==> config.mk <==
export PLATFORM = sky130hd
export DESIGN_NAME = cordic_driver
export DESIGN_NICKNAME = d
export VERILOG_FILES = /design/src/rtl/cordic_driver.sv
export SDC_FILE = /design/constraint.sdc
export NUM_CORES = 1
export LEC_CHECK = 0
export CORE_MARGIN = 10
export CORE_UTILIZATION = 43
export CTS_CLUSTER_DIAMETER = 80
export CTS_CLUSTER_SIZE = 8
export DETAILED_ROUTE_END_ITERATION = 7
export PLACE_DENSITY = 0.89
export SKIP_LAST_GASP = 1
export SYNTH_ARGS = -nofsm -noshare
export SYNTH_HDL_FRONTEND = slang
export SYNTH_SLANG_ARGS = --single-unit
==> constraint.sdc <==
create_clock -name Clk -period 3.05 [get_ports Clk]
set_input_delay 0.61 -clock Clk [delete_from_list [all_inputs] [get_ports Clk]]
set_output_delay 0.61 -clock Clk [all_outputs]
set_load 0.01 [all_outputs]
==> src/rtl/cordic_driver.sv <==
// Host-side initiator for the CORDIC core.
// Takes one operand set per cmd handshake, drives the core operand bus plus a
// single-cycle core_start, waits for core_done and offers the captured X/Y on
// a valid/ready result port. One operation in flight at a time.
// Optional build macro: CORDIC_DRV_TIMEOUT_EN enables the WAIT-state watchdog
// (TIMEOUT_CYCLES) and the sticky err_timeout flag cleared by err_clr.
module cordic_driver #(
   parameter int unsigned WIDTH          = 16,
   parameter int unsigned TIMEOUT_CYCLES = 64
) (
   input  logic             Clk,
   input  logic             Reset,
   // command port
   input  logic             cmd_valid,
   output logic             cmd_ready,
   input  logic [WIDTH-1:0] cmd_x,
   input  logic [WIDTH-1:0] cmd_y,
   input  logic [WIDTH-1:0] cmd_a,
   input  logic [WIDTH-1:0] cmd_b,
   // core side
   output logic             core_start,
   output logic [WIDTH-1:0] core_x,
   output logic [WIDTH-1:0] core_y,
   output logic [WIDTH-1:0] core_a,
   output logic [WIDTH-1:0] core_b,
   input  logic             core_done,
   input  logic [WIDTH-1:0] core_X,
   input  logic [WIDTH-1:0] core_Y,
   // result port
   output logic             res_valid,
   input  logic             res_ready,
   output logic [WIDTH-1:0] res_x,
   output logic [WIDTH-1:0] res_y,
   // status
   output logic             busy,
   output logic             err_timeout,
   input  logic             err_clr
);

   localparam int unsigned CNT_W = $clog2(TIMEOUT_CYCLES + 1);

   typedef enum logic [1:0] {
      ST_IDLE  = 2'd0,
      ST_ISSUE = 2'd1,
      ST_WAIT  = 2'd2,
      ST_HOLD  = 2'd3
   } state_t;

   state_t           state_q, state_d;
   logic             core_start_d;
   logic [WIDTH-1:0] core_x_d, core_y_d, core_a_d, core_b_d;
   logic             res_valid_d;
   logic [WIDTH-1:0] res_x_d, res_y_d;

`ifdef CORDIC_DRV_TIMEOUT_EN
   logic [CNT_W-1:0] cnt_q, cnt_d;
   logic             err_d;
`else
   logic             unused_ok;
`endif

   // Handshake/status views of the state register
   assign cmd_ready = (state_q == ST_IDLE);
   assign busy      = (state_q != ST_IDLE);

   // Next-state and next-register-value logic
   always_comb begin
      state_d      = state_q;
      core_start_d = 1'b0;
      core_x_d     = core_x;
      core_y_d     = core_y;
      core_a_d     = core_a;
      core_b_d     = core_b;
      res_valid_d  = res_valid;
      res_x_d      = res_x;
      res_y_d      = res_y;
`ifdef CORDIC_DRV_TIMEOUT_EN
      cnt_d        = cnt_q;
      err_d        = err_clr ? 1'b0 : err_timeout;
`endif

      case (state_q)
         ST_IDLE: begin
            if (cmd_valid) begin
               core_x_d     = cmd_x;
               core_y_d     = cmd_y;
               core_a_d     = cmd_a;
               core_b_d     = cmd_b;
               core_start_d = 1'b1;
               state_d      = ST_ISSUE;
            end
         end

         // core_done seen here belongs to an earlier operation; ignore it
         ST_ISSUE: begin
`ifdef CORDIC_DRV_TIMEOUT_EN
            cnt_d   = '0;
`endif
            state_d = ST_WAIT;
         end

         ST_WAIT: begin
            if (core_done) begin
               res_x_d     = core_X;
               res_y_d     = core_Y;
               res_valid_d = 1'b1;
               state_d     = ST_HOLD;
            end
`ifdef CORDIC_DRV_TIMEOUT_EN
            else if (cnt_q == CNT_W'(TIMEOUT_CYCLES - 1)) begin
               // final WAIT cycle without a result: abort with a zero result
               err_d       = 1'b1;
               res_x_d     = '0;
               res_y_d     = '0;
               res_valid_d = 1'b1;
               state_d     = ST_HOLD;
            end else begin
               cnt_d = cnt_q + CNT_W'(1);
            end
`endif
         end

         // result held stable; further core_done pulses do not overwrite it
         ST_HOLD: begin
            if (res_ready) begin
               res_valid_d = 1'b0;
               state_d     = ST_IDLE;
            end
         end

         default: state_d = ST_IDLE;
      endcase
   end

   // State and output registers
   always_ff @(posedge Clk or negedge Reset) begin
      if (!Reset) begin
         state_q    <= ST_IDLE;
         core_start <= 1'b0;
         core_x     <= '0;
         core_y     <= '0;
         core_a     <= '0;
         core_b     <= '0;
         res_valid  <= 1'b0;
         res_x      <= '0;
         res_y      <= '0;
      end else begin
         state_q    <= state_d;
         core_start <= core_start_d;
         core_x     <= core_x_d;
         core_y     <= core_y_d;
         core_a     <= core_a_d;
         core_b     <= core_b_d;
         res_valid  <= res_valid_d;
         res_x      <= res_x_d;
         res_y      <= res_y_d;
      end
   end

`ifdef CORDIC_DRV_TIMEOUT_EN
   // Watchdog counter and sticky timeout flag
   always_ff @(posedge Clk or negedge Reset) begin
      if (!Reset) begin
         cnt_q       <= '0;
         err_timeout <= 1'b0;
      end else begin
         cnt_q       <= cnt_d;
         err_timeout <= err_d;
      end
   end
`else
   // Watchdog absent: flag tied low, clear input and counter sizing unused
   assign err_timeout = 1'b0;
   assign unused_ok   = &{1'b0, err_clr, CNT_W'(0)};
`endif

endmodule
Word-level counts from Yosys, hierarchy flattened
Cells that the tools add are included.
{ "op_classes": {"n_reduce_logical": 7, "eq_ne": 6, "n_shift": 0, "div_mod_pow": 0, "bitwise_logic": 0, "mul": 0, "magnitude_cmp": 0, "n_mux": 9, "add_sub_neg": 0} }
{ "op_table": {"columns": ["cell", "n"], "rows": [
  ["case mux 2 bit (4 select lines)", 1],
  ["two-way mux 2 bit", 3],
  ["!= test 2 bit (second input constant)", 3],
  ["AND reduction 3 bit", 2],
  ["== test 2 bit (second input constant)", 2],
  ["two-way mux 1 bit", 4],
  ["AND reduction 2 bit", 2],
  ["nonzero test 2 bit", 2],
  ["== test 2 x 1 -> 1 bit (second input constant)", 1],
  ["zero test 2 bit", 1],
  ["case mux 1 bit (2 select lines)", 1]
]} }
{ "totals": {"memories": 0, "register_bits": 100, "latchBits": 0, "mem_bits_ro": 0, "ramBits": 0, "in_bits": 102} }

Longest topological paths before layout
Gate-level depths: netlist of run 1.
{ "logic_depth": {"depth_word": 3, "ltp_mapped": 6, "depth_no_buf": 5} }

Worst setup path after synthesis of run 1
No wires, ideal clock.
{ "synth_timing": {"path_type": "register to register", "start": "register state_q[0]", "end": "register core_a[0]", "stages_incl_launch_ff": 7, "t_required_ps": 2925, "synth_period_minus_slack_ps": 1515, "arrival_ps": 1390, "path_slack_ps": 1535, "cell_sequence": "dfrtp_1 -> inv_1 -> ha_1 -> nand2_1 -> buf_6 -> buf_6 -> mux2_4"} }
{ "synth_via": {"elab_chain_cells": 2} }
{ "synth_rtl": {"columns": ["element", "line", "rtl"], "rows": [
  ["start, declared", "49", "state_t state_q, state_d;"],
  ["start signal, assigned", "148", "state_q <= state_d;"],
  ["zero test 2 bit", null, null],
  ["named net cmd_ready", "15", "output logic cmd_ready,"],
  ["AND reduction 2 bit (no line)", null, null],
  ["end signal, assigned", "152", "core_a <= core_a_d;"],
  ["end, declared", "24", "output logic [WIDTH-1:0] core_a,"]
]} }
The timed path passes the listed nets, and every way through them passes these cells.
A chain may end at the register's enable or synchronous reset.

Final worst setup path of run 1
{ "layout_timing": {"start": "register state_q[0]", "end": "output port busy"} }
{ "layout_via": {"elab_chain_cells": 1} }
{ "layout_rtl": {"columns": ["element", "line", "rtl"], "rows": [
  ["nonzero test 2 bit", "64", "assign busy = (state_q != ST_IDLE);"],
  ["end, declared", "35", "output logic busy,"]
]} }
No other way between the ends.

==> results of run 1 <==
-- cells in the final DEF (no fill, tap or decap), drive strengths merged --
cell type / netlist / layout
bufinv: 0 / 1
nand2b: 2 / 2
clkbuf: 0 / 10
clkinv: 0 / 2
a31oi: 2 / 2
nand2: 2 / 2
dfrtp: 100 / 100
clkdlybuf4s50: 0 / 199
o211a: 1 / 1
inv: 4 / 6
nor2: 1 / 1
buf: 11 / 6
mux2: 97 / 97
ha: 4 / 4
o21a: 1 / 1
nand3: 1 / 1
conb: 1 / 1
-- flip-flops by register name, summed over array words and instances, names as in the netlist --
register and count:
core_x 16, core_y 16, state_q 2, core_b 16, res_valid 1, res_y 16, res_x 16, core_start 1
core_a 16
-- power breakdown --
part,total [mW],switching (mW),internal [mW]
sequential,2.38,0.370,2.01
combinational,3.33,1.17,2.16
clock,0.832,0.450,0.382
total,6.54,1.99,4.55
-- worst max-delay path: cells and delay by family (launching register included) --
kind                       cells  cell delay (ns)
buffers and inverters          3             0.76
DFF                            1             0.39
adders and majority gates      1             0.29
-- cell type report --
type	instances	area, um^2	share of cell area
Multi-Input combinational cell	112	1400	0.222
Clock inverter	5	61.3	0.00973
Tap cell	111	139	0.0220
Inverter	4	15.0	0.00238
Clock buffer	10	128	0.0202
Timing Repair Buffer	205	2060	0.327
Sequential cell	100	2500	0.397
-- routing by layer --
metal  wire [um]  vias to the layer above
li1            -                     1192
met1        3890                     1302
met2        5920                      114
met3        1220                        7
met4          64                        0
met5           0                        -
-- worst min-delay path by stage --
stage	startpoint	end	slack (ns)	cells past startpoint
3_3_place_gp	res_y[12]$_DFFE_PN0P_	res_y[12]$_DFFE_PN0P_	0.49	1
2_1_floorplan	Reset	core_a[0]$_DFFE_PN0P_	0.31	0
5_1_grt	Reset	core_b[2]$_DFFE_PN0P_	0.28	1
3_5_place_dp	core_x[5]$_DFFE_PN0P_	core_x[5]$_DFFE_PN0P_	0.49	1
4_1_cts	Reset	core_x[11]$_DFFE_PN0P_	0.26	1
6_report	Reset	core_b[2]$_DFFE_PN0P_	0.25	1
-- cells by family after synthesis --
| logic type | after synthesis | synth area share |
|---|---|---|
| AO/OA/AOI/OAI | 4 | 0.00750 |
| adder cells (fa/ha/maj) | 4 | 0.0125 |
| buffers and inverters | 15 | 0.0275 |
| flip-flops | 100 | 0.625 |
| multiplexers | 97 | 0.319 |
| other | 1 | 0.000937 |
| AND/OR/NAND/NOR | 6 | 0.00719 |
==> insert_results.sql, run 1 <==
INSERT INTO impl_metrics (metric_group, metric, value, unit) VALUES
('run_status', 'outcome', 'completed', ''),
('floorplanning', 'num_io_pins', '203', ''),
('synth', 'netlist.area_leader.share', '0.625', ''),
('setup_path', 'cpMaxStageDelayCell', 'sky130_fd_sc_hd__clkdlybuf4s50_1', ''),
('floorplanning', 'die-area', '13600', 'um^2'),
('global_route', 'globalRouteOverflowTotal', '0', ''),
('route', 'drt-vias-per-instance', '4.78', ''),
('global_route', 'via_count_of_the_first_global_routing_pass', '3076', ''),
('global_route', 'largest_net_degree_at_the_start_of_global_routing', '55', ''),
('synth', 'post_synth.cell_area_avg', '17.6', 'um^2'),
('pwr', 'p_leak', '2.84', 'nW'),
('global_route', 'grt_use_met2', '0.297', ''),
('sta', 'setup_tns_final', '0', 'ns'),
('synth', 'yosysMostFrequentCell', 'sky130_fd_sc_hd__dfrtp_1', ''),
('global_route', 'grt_util_overall', '0.165', ''),
('layout', 'stdcell_area', '6300', 'um^2'),
('clock_tree', 'insertion_delay', '0.35', 'ns'),
('route', 'initialDrtViolationCount', '74', ''),
('clock_tree', 'htreeDepth', '3', ''),
('synth', 'synth_enable_flop_cells', '0', ''),
('setup_path', 'cp_max_fo', '4', ''),
('sta', 'clock-skew-final', '0.0103', 'ns'),
('layout', 'num-nets-final', '538', ''),
('layout', 'post-route-util', '0.689', ''),
('route', 'via_count', '2615', ''),
('place', 'number_of_placed_instances_with_taps_included', '532', ''),
('layout', 'flow.area_growth_from_synthesis', '57.5', '%'),
('synth', 'synth_nets', '333', ''),
('floorplanning', 'core_box_area', '9150', 'um^2'),
('synth', 'ys_warn_count', '0', ''),
('flow_run', 'timing.max_cap.violations', '0', ''),
('clock_tree', 'cts-resized-gates', '0', ''),
('setup_path', 'regToRegEndpoint', 'core_y[6]$_DFFE_PN0P_', ''),
('global_route', 'grt_first_pass_wirelength', '17.1', 'mm'),
('synth', 'ys_top_cells_by_area', 'sky130_fd_sc_hd__dfrtp_1 (63%), sky130_fd_sc_hd__mux2_4 (18%), sky130_fd_sc_hd__mux2_2 (14%), sky130_fd_sc_hd__buf_6 (1.7%), sky130_fd_sc_hd__ha_1 (1.3%)', ''),
('route', 'ant_nets', '0', ''),
('setup_path', 'reg2reg_depth', '5', ''),
('layout', 'diodes', '0', ''),
('hold_path', 'hold_path_class', 'input port to asynchronous set/reset pin', ''),
('sta', 'relSlewSlack', '0.595', ''),
('layout', 'layoutNonFillerInstCount', '547', ''),
('pwr', 'fin_total_pwr', '6.54', 'mW'),
('setup_path', 'crit_path_frequent_cell', 'sky130_fd_sc_hd__inv_1', ''),
('global_route', 'antenna_found_initial', '0', ''),
('synth', 'postSynth.asyncResetShare', '1.00', ''),
('sta', 'timing.final.crit_share', '0.786', ''),
('setup_path', 'data_required_time_of_the_critical_path', '2.44', 'ns'),
('setup_path', 'worst_ep_arrival_time', '1.79', 'ns'),
('setup_path', 'critical_path.reg2reg.startpoint', 'state_q[0]$_DFFE_PN0P_', ''),
('clock_tree', 'clk_root_buffer_cell', 'sky130_fd_sc_hd__clkbuf_8', ''),
('setup_path', 'critPathCapture', 'busy', ''),
('layout', 'number_of_fill_cells', '630', ''),
('sta', 'rsz0062_at_grt', 'no', ''),
('floorplanning', 'floorplan.initialDensity', '0.437', ''),
('synth', 'synthesis.area', '4000', 'um^2'),
('place', 'io_buffers', '200', ''),
('setup_path', 'start_kind', 'flop', ''),
('global_route', 'grt.met3_usage', '0.0719', ''),
('synth', 'ys.flop_type', 'sky130_fd_sc_hd__dfrtp_1', ''),
('clock_tree', 'cts_tree', 'built', ''),
('layout', 'post_route_cells_drive_above_1_share', '0.271', ''),
('clock_tree', 'cts_bufs_inserted', '9', ''),
('floorplanning', 'die_h', '116', 'um'),
('sta', 'setup_viol_count_final', '0', ''),
('synth', 'synth_sequential_area_ratio', '0.625', ''),
('place', 'rd_place_congestion', '0.705', ''),
('sta', 'tightestPinTransition', '0.608', 'ns'),
('route', 'detail_route.wl_per_cell', '20.3', 'um'),
('setup_path', 'setup.worst_path.end_class', 'output port', ''),
('synth', 'post_synthesis_cell_type_with_the_largest_combined_area', 'sky130_fd_sc_hd__dfrtp_1', ''),
('synth', 'post_synth_inst_count', '227', '');
Power figures use the tool's default switching activity.
==> inputs of run 2 (changes only) <==
--- a/config.mk
+++ b/config.mk
@@ -6,11 +6,11 @@
 export NUM_CORES = 1
 export LEC_CHECK = 0
 export CORE_MARGIN = 10
-export CORE_UTILIZATION = 43
+export CORE_UTILIZATION = 40
 export CTS_CLUSTER_DIAMETER = 80
 export CTS_CLUSTER_SIZE = 8
 export DETAILED_ROUTE_END_ITERATION = 7
-export PLACE_DENSITY = 0.89
+export PLACE_DENSITY = 0.83
 export SKIP_LAST_GASP = 1
 export SYNTH_ARGS = -nofsm -noshare
 export SYNTH_HDL_FRONTEND = slang
==> constraint.sdc (replaced) <==
create_clock -name Clk -period 2.3 [get_ports Clk]
set_input_delay 0.46 -clock Clk [delete_from_list [all_inputs] [get_ports Clk]]
set_output_delay 0.46 -clock Clk [all_outputs]
set_load 0.01 [all_outputs]
==> run 2 against run 1 <==
Global-route usage is 1.3 points lower. Hold slack worse by 0.22 ns. Sequential cell count stayed put. Routed wire length is 1.2% lower. Cell count is 4.0% higher. Setup slack worse by 0.51 ns. Total power is 34% higher. Register-to-register slack worse by 0.43 ns. Sequential power is 32% higher. Non-clock buffer count is 2 higher. Critical endpoint is now cmd_ready. Highest routed layer unchanged.
==> insert_results.sql, run 2 (synthesis results as in run 1) <==
INSERT INTO impl_metrics (metric_group, metric, value, unit) VALUES
('clock_tree', 'cts_tree', 'built', ''),
('global_route', 'via_count_of_the_first_global_routing_pass', '2996', ''),
('route', 'drt-vias-per-instance', '4.62', ''),
('layout', 'diodes', '0', ''),
('floorplanning', 'core_box_area', '9770', 'um^2'),
('route', 'drt_pre_antenna_iters', '4', ''),
('flow_run', 'timing.max_cap.violations', '0', ''),
('hold_path', 'hold_path_class', 'input port to asynchronous set/reset pin', ''),
('pwr', 'pwr-share-seq', '0.359', ''),
('floorplanning', 'num_io_pins', '203', ''),
('sta', 'timing.final.hold_violations', '0', ''),
('setup_path', 'cp_max_fo', '4', ''),
('setup_path', 'data_required_time_of_the_critical_path', '1.84', 'ns'),
('global_route', 'antenna_found_initial', '0', ''),
('layout', 'mostFrequentLayoutCell', 'sky130_fd_sc_hd__clkdlybuf4s50_1', ''),
('sta', 'setup_viol_count_final', '0', ''),
('clock_tree', 'clk_pin_slew', '0.09', 'ns'),
('clock_tree', 'insertion_delay', '0.35', 'ns'),
('setup_path', 'cpMaxStageDelayCell', 'sky130_fd_sc_hd__clkdlybuf4s50_1', ''),
('place', 'dp_hpwl', '8.74', 'mm'),
('sta', 'timing_max_transition_violations_final', '0', ''),
('setup_path', 'timing.critical_path.slowest_cell_delay', '0.58', 'ns'),
('place', 'rd_place_congestion', '0.764', ''),
('setup_path', 'worst_ep_arrival_time', '1.70', 'ns'),
('sta', 'timing.final.crit_share', '0.937', ''),
('pwr', 'fin_total_pwr', '8.77', 'mW'),
('setup_path', 'setup.worst_path.end_class', 'output port', ''),
('pwr', 'power.internal', '6.17', 'mW'),
('pwr', 'vdd_drop_max', '0.724', 'mV'),
('floorplanning', 'floorplan.rows', '36', ''),
('layout', 'post-route-util', '0.654', ''),
('setup_path', 'reg2reg_depth', '5', ''),
('route', 'via_count', '2628', ''),
('layout', 'post_route_cells_drive_above_1_share', '0.273', ''),
('sta', 'max_freq', '0.464', 'GHz'),
('sta', 'setup_tns_final', '0', 'ns'),
('floorplanning', 'die-area', '14400', 'um^2'),
('sta', 'rsz0062_at_grt', 'no', ''),
('setup_path', 'critical_path_depth_in_cells', '3', ''),
('place', 'io_buffers', '200', ''),
('setup_path', 'start_kind', 'flop', ''),
('pwr', 'clock_power_frac', '0.132', ''),
('route', 'ant_nets', '0', ''),
('clock_tree', 'clk_root_buffer_cell', 'sky130_fd_sc_hd__clkbuf_8', ''),
('route', 'post-route-drc-count', '0', ''),
('clock_tree', 'htreeDepth', '3', ''),
('global_route', 'globalRouteOverflowTotal', '0', ''),
('run_status', 'outcome', 'completed', ''),
('clock_tree', 'cts_bufs_inserted', '9', ''),
('floorplanning', 'floorplan.initialDensity', '0.409', ''),
('pwr', 'swShare', '0.297', ''),
('clock_tree', 'numClockSinks', '100', ''),
('sta', 'fin_crit', '2.16', 'ns'),
('global_route', 'grt_first_pass_wirelength', '17.3', 'mm'),
('pwr', 'power_switching', '2.60', 'mW'),
('route', 'detail_route.wl_per_cell', '19.3', 'um'),
('route', 'drt-total-wl', '11.0', 'mm'),
('setup_path', 'worstPathCellList', 'inv_1 -> ha_2 -> clkdlybuf4s50_1', ''),
('floorplanning', 'die_h', '120', 'um'),
('clock_tree', 'hold_buf_cts', '0', ''),
('sta', 'clock-skew-final', '0.00958', 'ns'),
('layout', 'num-nets-final', '540', ''),
('global_route', 'largest_net_degree_at_the_start_of_global_routing', '49', ''),
('global_route', 'grt_util_overall', '0.152', ''),
('route', 'initialDrtViolationCount', '130', ''),
('pwr', 'power.combinational.fraction', '0.509', ''),
('setup_path', 'worstSetupPathType', 'flop to output port', ''),
('clock_tree', 'clock_path_buffers', '2', ''),
('floorplanning', 'dieWidth', '120', 'um'),
('layout', 'most-common-layout-cells', 'sky130_fd_sc_hd__clkdlybuf4s50_1 (199), sky130_fd_sc_hd__dfrtp_1 (100), sky130_fd_sc_hd__mux2_4 (49)', ''),
('pwr', 'total_power_per_unit_cell_area', '1370', 'nW/um^2'),
('setup_path', 'critical_path.top_delay_family', 'buffers and inverters', ''),
('layout', 'flow.area_growth_from_synthesis', '59.7', '%'),
('setup_path', 'critical_path_buf_inv_count', '2', ''),
('pwr', 'p_leak', '2.87', 'nW');
-- run 2: changes by cell type in the layout (fill, tap and decap cells not counted), sizes merged --
cell,delta
inv,-2
buf,+2
bufinv,+1
clkinv,-1
-- run 2: worst reg2reg max path: cells and delay by family, from the launching register on --
family,cells,cell delay (ns)
multiplexers,1,0.32
adder cells (fa/ha/maj),1,0.23
buffers and inverters,2,0.36
flip-flops,1,0.38
AND/OR/NAND/NOR,1,0.24
-- run 2: final timing paths --
kind                                              from                    end  slack (ns)
worst max-delay path            state_q[0]$_DFFE_PN0P_              cmd_ready        0.14
min in group Clk                  res_y[7]$_DFFE_PN0P_   res_y[7]$_DFFE_PN0P_        0.51
worst min register to register    res_y[7]$_DFFE_PN0P_   res_y[7]$_DFFE_PN0P_        0.51
worst max register to register  state_q[0]$_DFFE_PN0P_  core_b[8]$_DFFE_PN0P_        0.66
worst min-delay path                             Reset  core_a[9]$_DFFE_PN0P_        0.03
max in group asynchronous                        Reset  core_b[9]$_DFFE_PN0P_        1.59
-- run 2: power by group through the flow --
stage          sequential (mW)  clock, mW  combinational, mW
6_report                  3.15       1.15               4.46
5_1_grt                   3.27       1.28               4.74
4_1_cts                   3.16       1.19               4.55
3_5_place_dp              3.18          0               4.53
3_3_place_gp              3.12          0               4.43
2_1_floorplan             3.56          0               1.66
-- run 2: final cells by class --
cell class,count,area (um^2)
Clock buffer,10,128
Timing Repair Buffer,207,2110
Inverter,4,15.0
Multi-Input combinational cell,112,1400
Fill cell,744,3380
Tap cell,133,166
Clock inverter,3,65.1
Sequential cell,100,2500
-- run 2: timing repair --
action / in CTS / in global routing
hold endpoints to repair: 0 / 0
setup buffers: 0 / 0
endpoints found under the setup margin: 0 / 2
gates resized for setup: 0 / 1
-- run 2: routing by layer --
metal  track usage  part of all wire  up-vias
li1              -                 -     1198
met1         0.170              0.38     1307
met2         0.263              0.52      112
met3        0.0567             0.087       11
met4        0.0475             0.012        0
met5             0                 0        -
-- run 2: through the flow --
stage,hold WS [ns],instance area [um^2],cells,setup WS (ns)
after floorplan,0.164,4000,227,0.785
after global placement,0.414,6190,556,0.383
after detailed placement,0.419,6190,556,0.371
after CTS,0.0253,6390,569,0.0610
after global routing,0.0380,6390,569,0.0436
final,0.0335,6390,569,0.144
